--- src/rtl/mssd_pkg.sv ---
// Shared state type, field widths and payload alignment helper for the
// mssd serial link transmitter.
package mssd_pkg;

    typedef enum logic [2:0] {IDLE, START, HDR, DATA, GAP} state_t;

    localparam int HDR_BITS    = 6;
    localparam int CH_W        = 2;
    localparam int LEN_W       = 4;
    localparam int MAX_PAYLOAD = 15;
    // Header plus payload. The start bit is not stored: it comes from the START state.
    localparam int PISO_W      = CH_W + LEN_W + MAX_PAYLOAD;

    // Left-justify the N live payload bits so bit N-1 sits right after len[0].
    function automatic logic [MAX_PAYLOAD-1:0] align_payload(
        input logic [MAX_PAYLOAD-1:0] data,
        input logic [LEN_W-1:0]       len
    );
        return data << (LEN_W'(MAX_PAYLOAD) - len);
    endfunction

endpackage

--- src/rtl/mssd_piso.sv ---
// Parallel-load, shift-left register; the MSB is the next bit for the line.
module mssd_piso
    import mssd_pkg::*;
#(
    parameter int W = PISO_W
) (
    input  logic         clk,
    input  logic         rst,
    input  logic         load,
    input  logic         shift,
    input  logic [W-1:0] din,
    output logic         msb
);

    logic [W-1:0] q_reg;
    logic [W-1:0] q_next;

    genvar gi;
    generate
        for (gi = 0; gi < W; gi++) begin : g_bit
            if (gi == 0) begin : g_lsb
                assign q_next[gi] = load ? din[gi] : (shift ? 1'b0 : q_reg[gi]);
            end else begin : g_upper
                assign q_next[gi] = load ? din[gi] : (shift ? q_reg[gi-1] : q_reg[gi]);
            end
        end
    endgenerate

    always_ff @(posedge clk) begin
        if (rst) begin
            q_reg <= '0;
        end else begin
            q_reg <= q_next;
        end
    end

    assign msb = q_reg[W-1];

endmodule

--- src/rtl/mssd_serial_tx.sv ---
// Serial frame transmitter: start bit, channel, length, then N payload bits
// MSB first, followed by GAP forced idle cycles.
module mssd_serial_tx #(
    parameter int GAP = 1
) (
    input  logic        clk,
    input  logic        rst,
    input  logic        in_valid,
    output logic        in_ready,
    input  logic [1:0]  in_ch,
    input  logic [3:0]  in_len,
    input  logic [14:0] in_data,
    output logic        sout,
    output logic        busy,
    output logic        done
);
    import mssd_pkg::*;

    // The GAP parameter hides the enum literal of the same name, so the gap
    // state is always written package-qualified.
    localparam bit         HAS_GAP  = (GAP > 0);
    localparam logic [3:0] GAP_LOAD = 4'(GAP);
    localparam logic [2:0] HDR_LAST = 3'(HDR_BITS - 1);

    state_t            state_reg;
    state_t            state_next;
    logic [2:0]        hdr_cnt_reg;
    logic [LEN_W-1:0]  data_cnt_reg;
    logic [LEN_W-1:0]  gap_cnt_reg;
    logic              done_reg;

    logic              accept;
    logic              hdr_last;
    logic              data_last;
    logic              piso_shift;
    logic              piso_msb;
    logic [PISO_W-1:0] piso_din;

    assign accept     = (state_reg == IDLE) && in_valid;
    assign hdr_last   = (state_reg == HDR) && (hdr_cnt_reg == HDR_LAST);
    assign data_last  = (state_reg == DATA) && (data_cnt_reg == 4'd1);
    assign piso_shift = (state_reg == HDR) || (state_reg == DATA);
    assign piso_din   = {in_ch, in_len, align_payload(in_data, in_len)};

    mssd_piso #(.W(PISO_W)) u_piso (
        .clk   (clk),
        .rst   (rst),
        .load  (accept),
        .shift (piso_shift),
        .din   (piso_din),
        .msb   (piso_msb)
    );

    always_comb begin
        state_next = state_reg;
        case (state_reg)
            IDLE:  if (in_valid) state_next = START;
            START: state_next = HDR;
            HDR: begin
                // data_cnt_reg still holds N here, so zero means skip DATA.
                if (hdr_last) begin
                    if (data_cnt_reg != '0) state_next = DATA;
                    else if (HAS_GAP)       state_next = mssd_pkg::GAP;
                    else                    state_next = IDLE;
                end
            end
            DATA: begin
                if (data_last) begin
                    if (HAS_GAP) state_next = mssd_pkg::GAP;
                    else         state_next = IDLE;
                end
            end
            mssd_pkg::GAP: if (gap_cnt_reg == 4'd1) state_next = IDLE;
            default: state_next = IDLE;
        endcase
    end

    always_ff @(posedge clk) begin
        if (rst) begin
            state_reg    <= IDLE;
            hdr_cnt_reg  <= '0;
            data_cnt_reg <= '0;
            gap_cnt_reg  <= '0;
            done_reg     <= 1'b0;
        end else begin
            state_reg <= state_next;
            done_reg  <= (hdr_last && (data_cnt_reg == '0)) || data_last;

            if (accept) begin
                data_cnt_reg <= in_len;
            end else if ((state_reg == DATA) && !data_last) begin
                data_cnt_reg <= data_cnt_reg - 4'd1;
            end

            if (state_reg == HDR) begin
                hdr_cnt_reg <= hdr_last ? 3'd0 : hdr_cnt_reg + 3'd1;
            end

            if ((state_next == mssd_pkg::GAP) && (state_reg != mssd_pkg::GAP)) begin
                gap_cnt_reg <= GAP_LOAD;
            end else if (state_reg == mssd_pkg::GAP) begin
                gap_cnt_reg <= gap_cnt_reg - 4'd1;
            end
        end
    end

    always_comb begin
        sout = 1'b1;
        if (state_reg == START) begin
            sout = 1'b0;
        end else if (piso_shift) begin
            sout = piso_msb;
        end
    end

    assign in_ready = (state_reg == IDLE);
    assign busy     = (state_reg != IDLE);
    assign done     = done_reg;

endmodule

--- config.mk ---
export PLATFORM = sky130hd
export DESIGN_NAME = mssd_serial_tx
export DESIGN_NICKNAME = d
export VERILOG_FILES = /design/src/rtl/mssd_pkg.sv /design/src/rtl/mssd_piso.sv /design/src/rtl/mssd_serial_tx.sv
export SDC_FILE = /design/constraint.sdc
export NUM_CORES = 1
export LEC_CHECK = 0
export ABC_CLOCK_PERIOD_IN_PS = 1800
export CORE_ASPECT_RATIO = 1.75
export CORE_MARGIN = 3
export CORE_UTILIZATION = 52
export CTS_BUF_LIST = sky130_fd_sc_hd__clkbuf_4
export DETAILED_ROUTE_END_ITERATION = 10
export PLACE_DENSITY = 0.89
export SYNTH_ARGS = -nofsm -noshare
export SYNTH_HDL_FRONTEND = slang
export SYNTH_SLANG_ARGS = --single-unit
--- constraint.sdc ---
create_clock -name clk -period 1.8 [get_ports clk]
set_clock_uncertainty 0.05 [all_clocks]
set_input_delay 0.36 -clock clk [delete_from_list [all_inputs] [get_ports clk]]
set_output_delay 0.36 -clock clk [all_outputs]
set_load 0.02 [all_outputs]
==> impl_metrics.yaml <==
cts:
  path_clk_slew_ns: 0.11
  clkSinkCount: 36
  clock_latency_ns: 0.34
  clk_path_buf_depth: 2
  cts_tree: "built"
  post-cts-setup-buffer-count: 0
  htree_levels: 2
  cts_buffers: 5
  root_buffer: "clkbuf_4"
  cts_hold_buf: 0
synth:
  yosys-top-cells-area: "dfxtp_1, mux4_2, mux2i_1, nor2_1, ha_1"
  synthXorXnorAreaFrac_pct: 1.481
  synthSimpleGateAreaFrac_pct: 20.62
  syn_area_sq_mm: 0.002366
  ys_seq_area_share_pct: 30.46
  synthMuxAreaShare_pct: 16.82
  synth.most_common_cell: "dfxtp_1"
  syn_avg_cell_area_sq_um: 8.796
  async_reset_ff_share_pct: 0
  syn-num-nets: 300
  synth_cells: 269
  synth_top_family_by_area: "simple AND/OR/NAND/NOR gates"
  ys_dominant_reg_cell: "dfxtp_1"
  synth_top_area_share_pct: 30.46
  synthTopCellsByCount: "dfxtp_1, nor2_1, nand2_1, mux2i_1"
  yosysUniqueCellTypes: 63
  yosys_warnings: 0
  synth_compound_area_share_pct: 20.41
  synth_enable_flop_cells: 0
  synth_seq_cells: 36
  synth_fa_ha_area_share_pct: 3.702
  synth_top_area_cell: "dfxtp_1"
grt:
  track_usage_pct: 25.45
  grt_pass1_vias: 2516
  grt_max_degree: 38
  grt_pass1_wl_mm: 10.85
  antenna_found_initial: 0
  gr-total-overflow: 0
worst_setup_path:
  worstReg2RegStart: "data_cnt_reg[0]$_SDFFE_PP0P_"
  endpoint_kind: "register"
  path_class: "input port to register"
  cp.arrival_ns: 1.96
  cp.required_ns: 1.97
  r2r_cells: 7
  cp_max_fo: 8
  rrSetupSlack_ns: 0.08
  timing.rr.end: "gap_cnt_reg[1]$_SDFFE_PP0N_"
  startpoint_type: "input port"
route:
  drc: 0
  wire_per_inst_um: 17.14
  drt_wl_total_mm: 6.532
  drtIter0Drc: 120
  vias_per_cell: 6.207
  vias: 2365
  drtAntennaViolNets: 0
  dr.pass1.iters: 4
die:
  dieArea_sq_mm: 0.005427
  die_w_um: 56.99
  die_h_um: 95.24
  fp.coreArea_sq_mm: 0.004267
  top_level_ports: 28
  start_util_pct: 55.45
  fp-row-count: 31
run:
  drv_cap: 0
place:
  globalplace.congestion: 0.9506
  placed_cell_area_sq_mm: 0.002982
  dp_hpwl_mm: 4.903
  port_buffers: 27
  place_inst: 373
hold_path:
  min_path_cells: 2
  min-delay-start: "u_piso.q_reg[0]$_SDFFE_PP0P_"
  holdPathEnd: "u_piso.q_reg[0]$_SDFFE_PP0P_"
  min_path_type: "register to register"
pwr:
  p_total_mw: 2.022
  p_leak_nw: 1.288
  peakVddDrop_mv: 0.5614
  powerDensity_mw_per_mm2: 658.1
timing:
  setup_viol: 0
  final_max_slew_viol_count: 0
  period_share_pct: 99.45
  slew_headroom_pct: 67.10
  min_period_ns: 1.790
  hold_viol: 0
  fin_hold_ws_ns: 0.4297
  fmax_mhz: 558.6
  worst_slew_pin_slew_ns: 0.4925
outcome:
  outcome: "complete, no violations"
final_layout:
  largest_reg_flops: 21
  final_cells: 381
  postLayoutCellArea_sq_mm: 0.003073
  fill_cells: 338
  diodes: 0
  layout-drive-gt1-share_pct: 26.81
  post-route-util_pct: 72.02
  area_delta_synth_final_pct: 29.88
  nNetsFinal: 362
==> worst max-delay path by stage <==
stage / from / to / slack, ns / cells after the start
5_1_grt: data_cnt_reg[0]$_SDFFE_PP0P_ / done$_SDFF_PP0_ / -0.02 / 7
3_5_place_dp: in_len[0] / u_piso.q_reg[13]$_SDFFE_PP0P_ / -0.59 / 6
4_1_cts: state_reg[0]$_SDFF_PP0_ / sout / 0.005 / 5
3_3_place_gp: in_len[0] / u_piso.q_reg[13]$_SDFFE_PP0P_ / -0.47 / 6
2_1_floorplan: in_len[0] / u_piso.q_reg[13]$_SDFFE_PP0P_ / 0.01 / 6
6_report: in_valid / u_piso.q_reg[3]$_SDFFE_PP0P_ / 0.01 / 4
==> metal layers <==
metal / track usage (%) / wire [um] / vias to the layer above
li1: - / - / 1121
met1: 23.25 / 2220 / 1108
met3: 4.878 / 285 / 33
met4: 19.34 / 357 / 0
met2: 47.81 / 3669 / 103
met5: 0 / 0 / -
==> cell families after synthesis <==
group           Yosys count
fa+ha+maj                 7
xor+xnor                  4
simple gates             97
compound gates           63
mux                      29
flops                    36
buf+inv                  33
==> layout make-up <==
class	instances	area [sq um]	area share, %
multi-input cells	200	1526	49.67
flip-flops and latches	36	724.4	23.57
repair buffers	76	664.4	21.62
well taps	49	61.31	1.995
inverters	12	45.04	1.466
clock buffers	5	37.54	1.221
clock inverters	3	13.76	0.4479
==> report_power, final <==
group          switching, mW  leakage (nW)  internal, mW
clock network          0.278        0.0324         0.143
registers             0.0476         0.296         0.866
logic                  0.350         0.959         0.338
==> placed cells by master, fill, tap and decap left out, drive strengths merged, types with 2 or more instances in the layout <==
master / count
nand3: 5
nor3: 9
a41oi: 2
mux2: 6
inv: 11
buf: 51
o21a: 2
mux4: 8
mux2i: 15
a211oi: 3
a21oi: 11
a222oi: 2
nand2: 21
a311oi: 7
or4b: 2
a211o: 2
a2111oi: 2
dlymetal6s2s: 5
nor2: 35
a31oi: 6
nand2b: 3
clkdlybuf4s50: 18
nand3b: 2
a22oi: 5
xor2: 3
a21o: 2
clkinv: 4
a21boi: 2
ha: 7
nor2b: 6
clkbuf: 6
dfxtp: 36
nor4: 5
o22a: 2
or2: 2
==> what timing repair did <==
action | in CTS | in global routing
resized for setup | 14 | 16
pin swaps | 0 | 4
setup endpoints to repair | 14 | 15
==> metrics by stage <==
step	setup WS, ns	TNS [ns]
2_1_floorplan	0.01017	0
3_3_place_gp	-0.4660	-7.187
5_1_grt	-0.02409	-0.02409
3_5_place_dp	-0.5935	-8.046
4_1_cts	0.005290	0
6_report	0.009853	0
==> worst max-delay path, cell delays in order <==
cell and delay [ns]:
clkdlybuf4s50_1 0.50, or4b_4 0.55, a221oi_1 0.44, nor3_1 0.10
No activity file was read; power rests on OpenSTA's default activity.
